[src/rtl/fsbm_pkg.sv]
// Shared types for the full-search block matcher.
// Candidate bundle, FSM encoding and default widths.
package fsbm_pkg;

    localparam int SAD_W = 12;
    localparam int MV_W  = 4;
    localparam int ROWS  = 16;

    typedef struct packed {
        logic [SAD_W-1:0] sad;
        logic [MV_W-1:0]  mvx;
        logic [MV_W-1:0]  mvy;
    } mv_cand_t;

    typedef enum logic {
        IDLE = 1'b0,
        ACC  = 1'b1
    } state_t;

endpackage

[src/rtl/mv_min2.sv]
// Two-way candidate minimum, unsigned SAD compare.
// A tie keeps operand a, so the earlier row wins.
module mv_min2
    import fsbm_pkg::*;
(
    input  mv_cand_t a,
    input  mv_cand_t b,
    output mv_cand_t y
);

    assign y = (b.sad < a.sad) ? b : a;

endmodule

[src/rtl/mv_best_select.sv]
// Global-minimum motion vector over ROWS row candidates.
// Define MV_BLK_CNT_EN to expose an 8-bit block index on out_blk.
module mv_best_select #(
    parameter int SAD_W = fsbm_pkg::SAD_W,
    parameter int MV_W  = fsbm_pkg::MV_W,
    parameter int ROWS  = fsbm_pkg::ROWS
) (
    input  logic             clk,
    input  logic             rst,
    input  logic             in_valid,
    output logic             in_ready,
    input  logic [SAD_W-1:0] in_sad,
    input  logic [MV_W-1:0]  in_mvx,
    input  logic [MV_W-1:0]  in_mvy,
    output logic             out_valid,
    input  logic             out_ready,
    output logic [SAD_W-1:0] out_sad,
    output logic [MV_W-1:0]  out_mvx,
    output logic [MV_W-1:0]  out_mvy,
    output logic [7:0]       out_blk
);

    import fsbm_pkg::*;

    localparam int CNT_W = $clog2(ROWS);
    localparam logic [CNT_W-1:0] LAST = CNT_W'(ROWS - 1);

    state_t     state_q;
    state_t     state_d;
    logic [CNT_W-1:0] cnt_q;
    logic [CNT_W-1:0] cnt_d;
    mv_cand_t   best_q;
    mv_cand_t   best_d;
    mv_cand_t   cand;
    mv_cand_t   pick;
    mv_cand_t   res_q;
    logic       res_v_q;
    logic       res_ld;
    logic       last;
    logic       accept;

    always_comb begin
        cand.sad = in_sad;
        cand.mvx = in_mvx;
        cand.mvy = in_mvy;
    end

    mv_min2 u_min2 (
        .a (best_q),
        .b (cand),
        .y (pick)
    );

    assign last     = (cnt_q == LAST);
    assign in_ready = !last || !res_v_q || out_ready;
    assign accept   = in_valid && in_ready;

    always_ff @(posedge clk or posedge rst) begin
        if (rst) begin
            state_q <= IDLE;
        end else begin
            state_q <= state_d;
        end
    end

    always_comb begin
        state_d = state_q;
        unique case (state_q)
            IDLE: if (accept) state_d = ACC;
            ACC:  if (accept && last) state_d = IDLE;
            default: state_d = IDLE;
        endcase
    end

    always_comb begin
        best_d = best_q;
        cnt_d  = cnt_q;
        res_ld = 1'b0;
        unique case (state_q)
            IDLE: begin
                if (accept) begin
                    best_d = cand;
                    cnt_d  = CNT_W'(1);
                end
            end
            ACC: begin
                if (accept) begin
                    if (last) begin
                        res_ld = 1'b1;
                        cnt_d  = '0;
                    end else begin
                        best_d = pick;
                        cnt_d  = cnt_q + CNT_W'(1);
                    end
                end
            end
            default: begin
                cnt_d = '0;
            end
        endcase
    end

    always_ff @(posedge clk or posedge rst) begin
        if (rst) begin
            cnt_q  <= '0;
            best_q <= '0;
        end else begin
            cnt_q  <= cnt_d;
            best_q <= best_d;
        end
    end

    // A new result may load in the same cycle the old one is taken.
    always_ff @(posedge clk or posedge rst) begin
        if (rst) begin
            res_q   <= '0;
            res_v_q <= 1'b0;
        end else if (res_ld) begin
            res_q   <= pick;
            res_v_q <= 1'b1;
        end else if (res_v_q && out_ready) begin
            res_v_q <= 1'b0;
        end
    end

    assign out_valid = res_v_q;
    assign out_sad   = res_q.sad;
    assign out_mvx   = res_q.mvx;
    assign out_mvy   = res_q.mvy;

`ifdef MV_BLK_CNT_EN
    logic [7:0] blk_q;

    always_ff @(posedge clk or posedge rst) begin
        if (rst) begin
            blk_q <= '0;
        end else if (res_v_q && out_ready) begin
            blk_q <= blk_q + 8'd1;
        end
    end

    assign out_blk = blk_q;
`else
    assign out_blk = 8'd0;
`endif

endmodule

[config.mk]
export PLATFORM = sky130hd
export DESIGN_NAME = mv_best_select
export DESIGN_NICKNAME = d
export VERILOG_FILES = /design/src/rtl/fsbm_pkg.sv /design/src/rtl/mv_min2.sv /design/src/rtl/mv_best_select.sv
export SDC_FILE = /design/constraint.sdc
export NUM_CORES = 1
export LEC_CHECK = 0
export ABC_AREA = 1
export CAP_MARGIN = 10
export CORE_ASPECT_RATIO = 0.5
export CORE_MARGIN = 2
export CORE_UTILIZATION = 48
export CTS_CLUSTER_SIZE = 8
export DETAILED_ROUTE_END_ITERATION = 16
export PLACE_DENSITY = 0.77
export RECOVER_POWER = 100
export SLEW_MARGIN = 20
export SYNTH_ARGS = -nofsm -noshare
export SYNTH_HDL_FRONTEND = slang
export SYNTH_HIERARCHICAL = 1
export SYNTH_SLANG_ARGS = --single-unit
[constraint.sdc]
create_clock -name clk -period 1.6 [get_ports clk]
set_input_delay 0.24 -clock clk [delete_from_list [all_inputs] [get_ports clk]]
set_output_delay 0.24 -clock clk [all_outputs]
set_load 0.01 [all_outputs]
* After elaboration in Yosys (flattened, before gate mapping)
Index checks and enable logic that the tools add are counted.
Word-level totals: flip-flop bits (word level) 46, input port bits 24, output and inout bits 30, word-level logic and storage cells 43
Cells by class: order comparisons 1, $add $sub $neg 1, reductions and logical operators 10, equal/unequal tests 4, bitwise gates (word level) 1, multiplexer cells 17
Operators with widths (number):
- 2-to-1 mux 20 bit | 4
- one-hot mux 20 bit (2 select lines) | 1
- less-than comparator 12 bit | 1
- 2-to-1 mux 4 bit | 3
- one-hot mux 4 bit (2 select lines) | 1
- 2-to-1 mux 1 bit | 7
- adder 4 x 1 -> 4 bit (second input constant) | 1
- == test 4 bit (second input constant) | 1
- inequality test 2 bit (second input constant) | 2
- logical AND 1 bit | 3
- AND reduction 3 bit | 1
- logical NOT 1 bit | 2
- logical OR 1 bit | 2
- inequality test 2 x 1 -> 1 bit (second input constant) | 1
- one-hot mux 1 bit (2 select lines) | 1
- AND reduction 2 bit | 1
- nonzero test 2 bit | 1
- inverter 1 bit | 1

* Depth between registers and ports, before layout
depth in word-level cells 8, gate-level depth with buffers 15, gate-level depth less buffers 14

* Modules after synthesis
Netlist, hierarchy kept.
By module, submodules not included:
- mv_best_select | times used 1, area each 2298.5 sq um, seq. area each 1151.1 sq um, cells an instance 295
- mv_min2 | times used 1, area each 611.8 sq um, seq. area each 0.0 sq um, cells an instance 122

* Least setup slack after synthesis
Ideal clock, no wire load.
kind reg-to-reg, start point register best_q[19] (netlist bit), end point register best_q[18] (netlist bit), required time 1.534 ns, cell stages (with the launch flop) 15, library setup time 0.066 ns, setup slack -0.128 ns, arrival time 1.662 ns, buffers on the path 1, period minus slack after synthesis 1.728 ns, cell sequence dfrtp_1 inv_1 ha_1 nand2_1 nor2_2 nand2_1 nor2_1 nor2_2 buf_2 nand3_1 nand2_1 nand2_1 nand2_1 nand4_1 nand2_1
RTL lines:
- start: declaration | line mv_best_select.sv:32 | mv_cand_t best_q;
- start signal: assignment | line mv_best_select.sv:109 | best_q <= best_d;

==> results.sh <==
export IMPL_syn_area_um2=2910
export IMPL_critical_path_max_fanout=6
export IMPL_muxShareOfSynthArea_pct=0
export IMPL_pin_count=54
export IMPL_fin_crit_sh_pct=122
export IMPL_hold_path_class="in2async"
export IMPL_maxUsedRoutingLayer="met4"
export IMPL_n_antenna_cell=0
export IMPL_finalSetupViolations=40
export IMPL_wl_mm=8.56
export IMPL_ys_seq_elements=46
export IMPL_routed_via_density=5.49
export IMPL_wl_per_cell_um=15.0
export IMPL_cp_required_ns=1.78
export IMPL_grt_overflow=0
export IMPL_vdd_drop_max_uv=879
export IMPL_synth_fa_ha_area_share_pct=5.16
export IMPL_synth_seq_area_share_pct=39.6
export IMPL_cp_start_kind="input port"
export IMPL_layout_nets=534
export IMPL_vias=3132
export IMPL_synth_compound_area_share_pct=1.38
export IMPL_syn_to_final_growth_pct=39.2
export IMPL_dp_hpwl_mm=5.37
export IMPL_clock_sinks=46
export IMPL_setup_tns_ns=-9.76
export IMPL_route_met2_wl_mm=3.88
export IMPL_multiInputGateArea_um2=1650
export IMPL_row_count=19
export IMPL_synth_simple_area_share_pct=42.7
export IMPL_antenna_found_initial=0
export IMPL_cp_arrival_ns=2.13
export IMPL_status="complete, but fails checks"
export IMPL_dieHeight_um=59.1
export IMPL_finalCriticalPeriod_ns=1.95
export IMPL_yosysWarnings=6
export IMPL_wl_met3_um=712
export IMPL_cp_end_kind="flip-flop"
export IMPL_rsz0062_at_grt="true"
export IMPL_final_cells=571
export IMPL_netlist_instances=417
export IMPL_die_area_um2=6740
export IMPL_crit_end="best_q[11]$_DFFE_PP0P_"
export IMPL_netlist_area_leader_share_pct=39.6
export IMPL_fmax_mhz=514
export IMPL_r2r_start="best_q[17]$_DFFE_PP0P_"
export IMPL_setup_ws_ns=-0.345
export IMPL_placed_area_um2=3710
export IMPL_die_x_um=114
export IMPL_grt_pass1_wl_mm=13.6
export IMPL_powerDensity_nw_per_um2=1670
export IMPL_failed_checks="setup timing"
export IMPL_r2r_end="best_q[11]$_DFFE_PP0P_"
export IMPL_skew_ns=0.00905
export IMPL_core_region_area_um2=5660
export IMPL_grt_max_degree=34
export IMPL_grt_use_total_pct=25.6
export IMPL_cp_startpoint="in_sad[6]"
export IMPL_power_leakage_uw=0.00228
export IMPL_power_uw=6780
export IMPL_drc=0
export IMPL_clk_pin_slew_ns=0.07
export IMPL_post_route_cell_area_um2=4050
export IMPL_drive_above_1_share_pct=22.9
export IMPL_drt_first_pass_iters=7
export IMPL_seqCellArea_um2=1150
export IMPL_worst_setup_path_type="in2reg"
export IMPL_grt_pass1_vias=2875
export IMPL_io_buffer_count=45
export IMPL_routabilityCongestion=0.860
export IMPL_synth_top_family_by_area="simple AND/OR/NAND/NOR gates"
export IMPL_drt_iter0_markers=296
export IMPL_maxCapViolations=0
export IMPL_fillerInstances=437
export IMPL_clockBufferDepth=2
export IMPL_pre_cts_ws_ns=-0.616
export IMPL_synth_avg_cell_area_um2=6.98
export IMPL_clk_latency_ns=0.29
export IMPL_initial_core_util_pct=51.4
export IMPL_r2r_setup_slack_ns=-0.35
export IMPL_synth_xor_area_share_pct=0.301
export IMPL_met1Wirelength_mm=3.81
export IMPL_slew_violations=0
export IMPL_yosys_area_top_type="dfrtp_1"
export IMPL_hold_violations=0
export IMPL_reg2reg_depth=15
export IMPL_numCtsBuffers=5
export IMPL_place_inst=561
export IMPL_post_synth_num_cell_types=21
export IMPL_antenna_left=0
export IMPL_cts_htree_levels=2
export IMPL_synth_area_leaders="dfrtp_1, nand2_1, nand4_1, ha_1, nand3_1"
export IMPL_clockRootBuffer="clkbuf_16"
export IMPL_cts_tree="done"
==> how the worst min path moves through the flow <==
stage                                 startpoint                     end  slack (ns)  depth (start not counted)
final                                        rst   out_valid$_DFFE_PP0P_        0.41                          2
after global routing      out_sad[7]$_DFFE_PP0P_  out_sad[7]$_DFFE_PP0P_        0.48                          2
after CTS                                    rst   out_valid$_DFFE_PP0P_        0.24                          2
after detailed placement   best_q[6]$_DFFE_PP0P_   best_q[6]$_DFFE_PP0P_        0.46                          2
after global placement     best_q[6]$_DFFE_PP0P_   best_q[6]$_DFFE_PP0P_        0.46                          2
after floorplan            best_q[0]$_DFFE_PP0P_   best_q[0]$_DFFE_PP0P_        0.44                          2
==> cell usage in the layout (no fill, tap or decap), types with 8 or more instances in the layout <==
cell,instances
buf_4,49
clkdlybuf4s50_1,17
conb_1,8
dfrtp_1,46
dlygate4sd3_1,22
inv_1,19
nand2_1,186
nand2_2,23
nand3_1,23
nand4_1,42
==> routing by layer <==
layer  track usage [%]  vias up
met5                 0        -
met1              35.7     1449
met3              4.60       25
met4              6.97        0
met2              41.8      173
li1                  -     1485
==> through the flow <==
step	hold slack (ns)	util, %
after detailed placement	0.461	65.5
after global placement	0.458	65.5
after CTS	0.237	70.3
final	0.410	71.6
after global routing	0.483	71.6
after floorplan	0.442	-
==> where the power goes <==
group	switching (µW)	internal, µW	total [µW]
clock	462	572	1030
sequential	295	1630	1930
combinational	2090	1720	3820
total	2850	3930	6780
==> worst max-delay path: stages <==
cell,delay (ns)
clkdlybuf4s50_1,0.52
ha_1,0.25
nand2_1,0.08
inv_1,0.05
nand2_2,0.10
nor2_2,0.06
nor2_4,0.16
nand2_4,0.10
buf_6,0.15
nand2_1,0.06
nand2_1,0.10
nand2_1,0.09
nand2_1,0.05
nand4_1,0.08
nand2_1,0.05
==> final cells by class <==
| class | instances | share of cell area [%] |
|---|---|---|
| Timing Repair Buffer | 103 | 22.9 |
| Inverter | 25 | 2.32 |
| Sequential cell | 46 | 28.4 |
| Multi-Input combinational cell | 317 | 40.7 |
| Tap cell | 73 | 2.25 |
| Clock buffer | 6 | 3.18 |
| Clock inverter | 1 | 0.185 |
==> cell families after synthesis <==
logic type / Yosys count
AOI/OAI and AO/OA: 8
xor gates and xnor gates: 1
other: 1
and+or+nand+nor: 288
buffers and inverters: 61
DFF: 46
adders and majority gates: 12
==> state kept, by name (all words and copies together), names as in the netlist <==
| register | count |
|---|---|
| state_q | 1 |
| out_sad | 12 |
| out_mvx | 4 |
| out_valid | 1 |
| cnt_q | 4 |
| best_q | 20 |
| out_mvy | 4 |
==> synth_stat cells <==
master	number
nand2_2	3
nand2_1	209
clkbuf_1	1
inv_2	1
nand3_1	26
a21oi_1	4
xor2_1	1
buf_4	8
nand3_2	1
inv_1	24
buf_2	20
conb_1	1
ha_1	12
buf_1	3
buf_6	4
nor2_1	3
nor2_2	3
nand4_1	42
dfrtp_1	46
o21ai_0	4
or2_2	1
==> repair_timing <==
item | 4_1_cts | 5_1_grt
pin swaps | 26 | 13
endpoints found under the setup margin | 41 | 41
gates resized for setup | 42 | 21
cloned | 2 | 0
hold buffers | 0 | 0
buffers inserted | 0 | 1
Power figures use the tool's default switching activity.
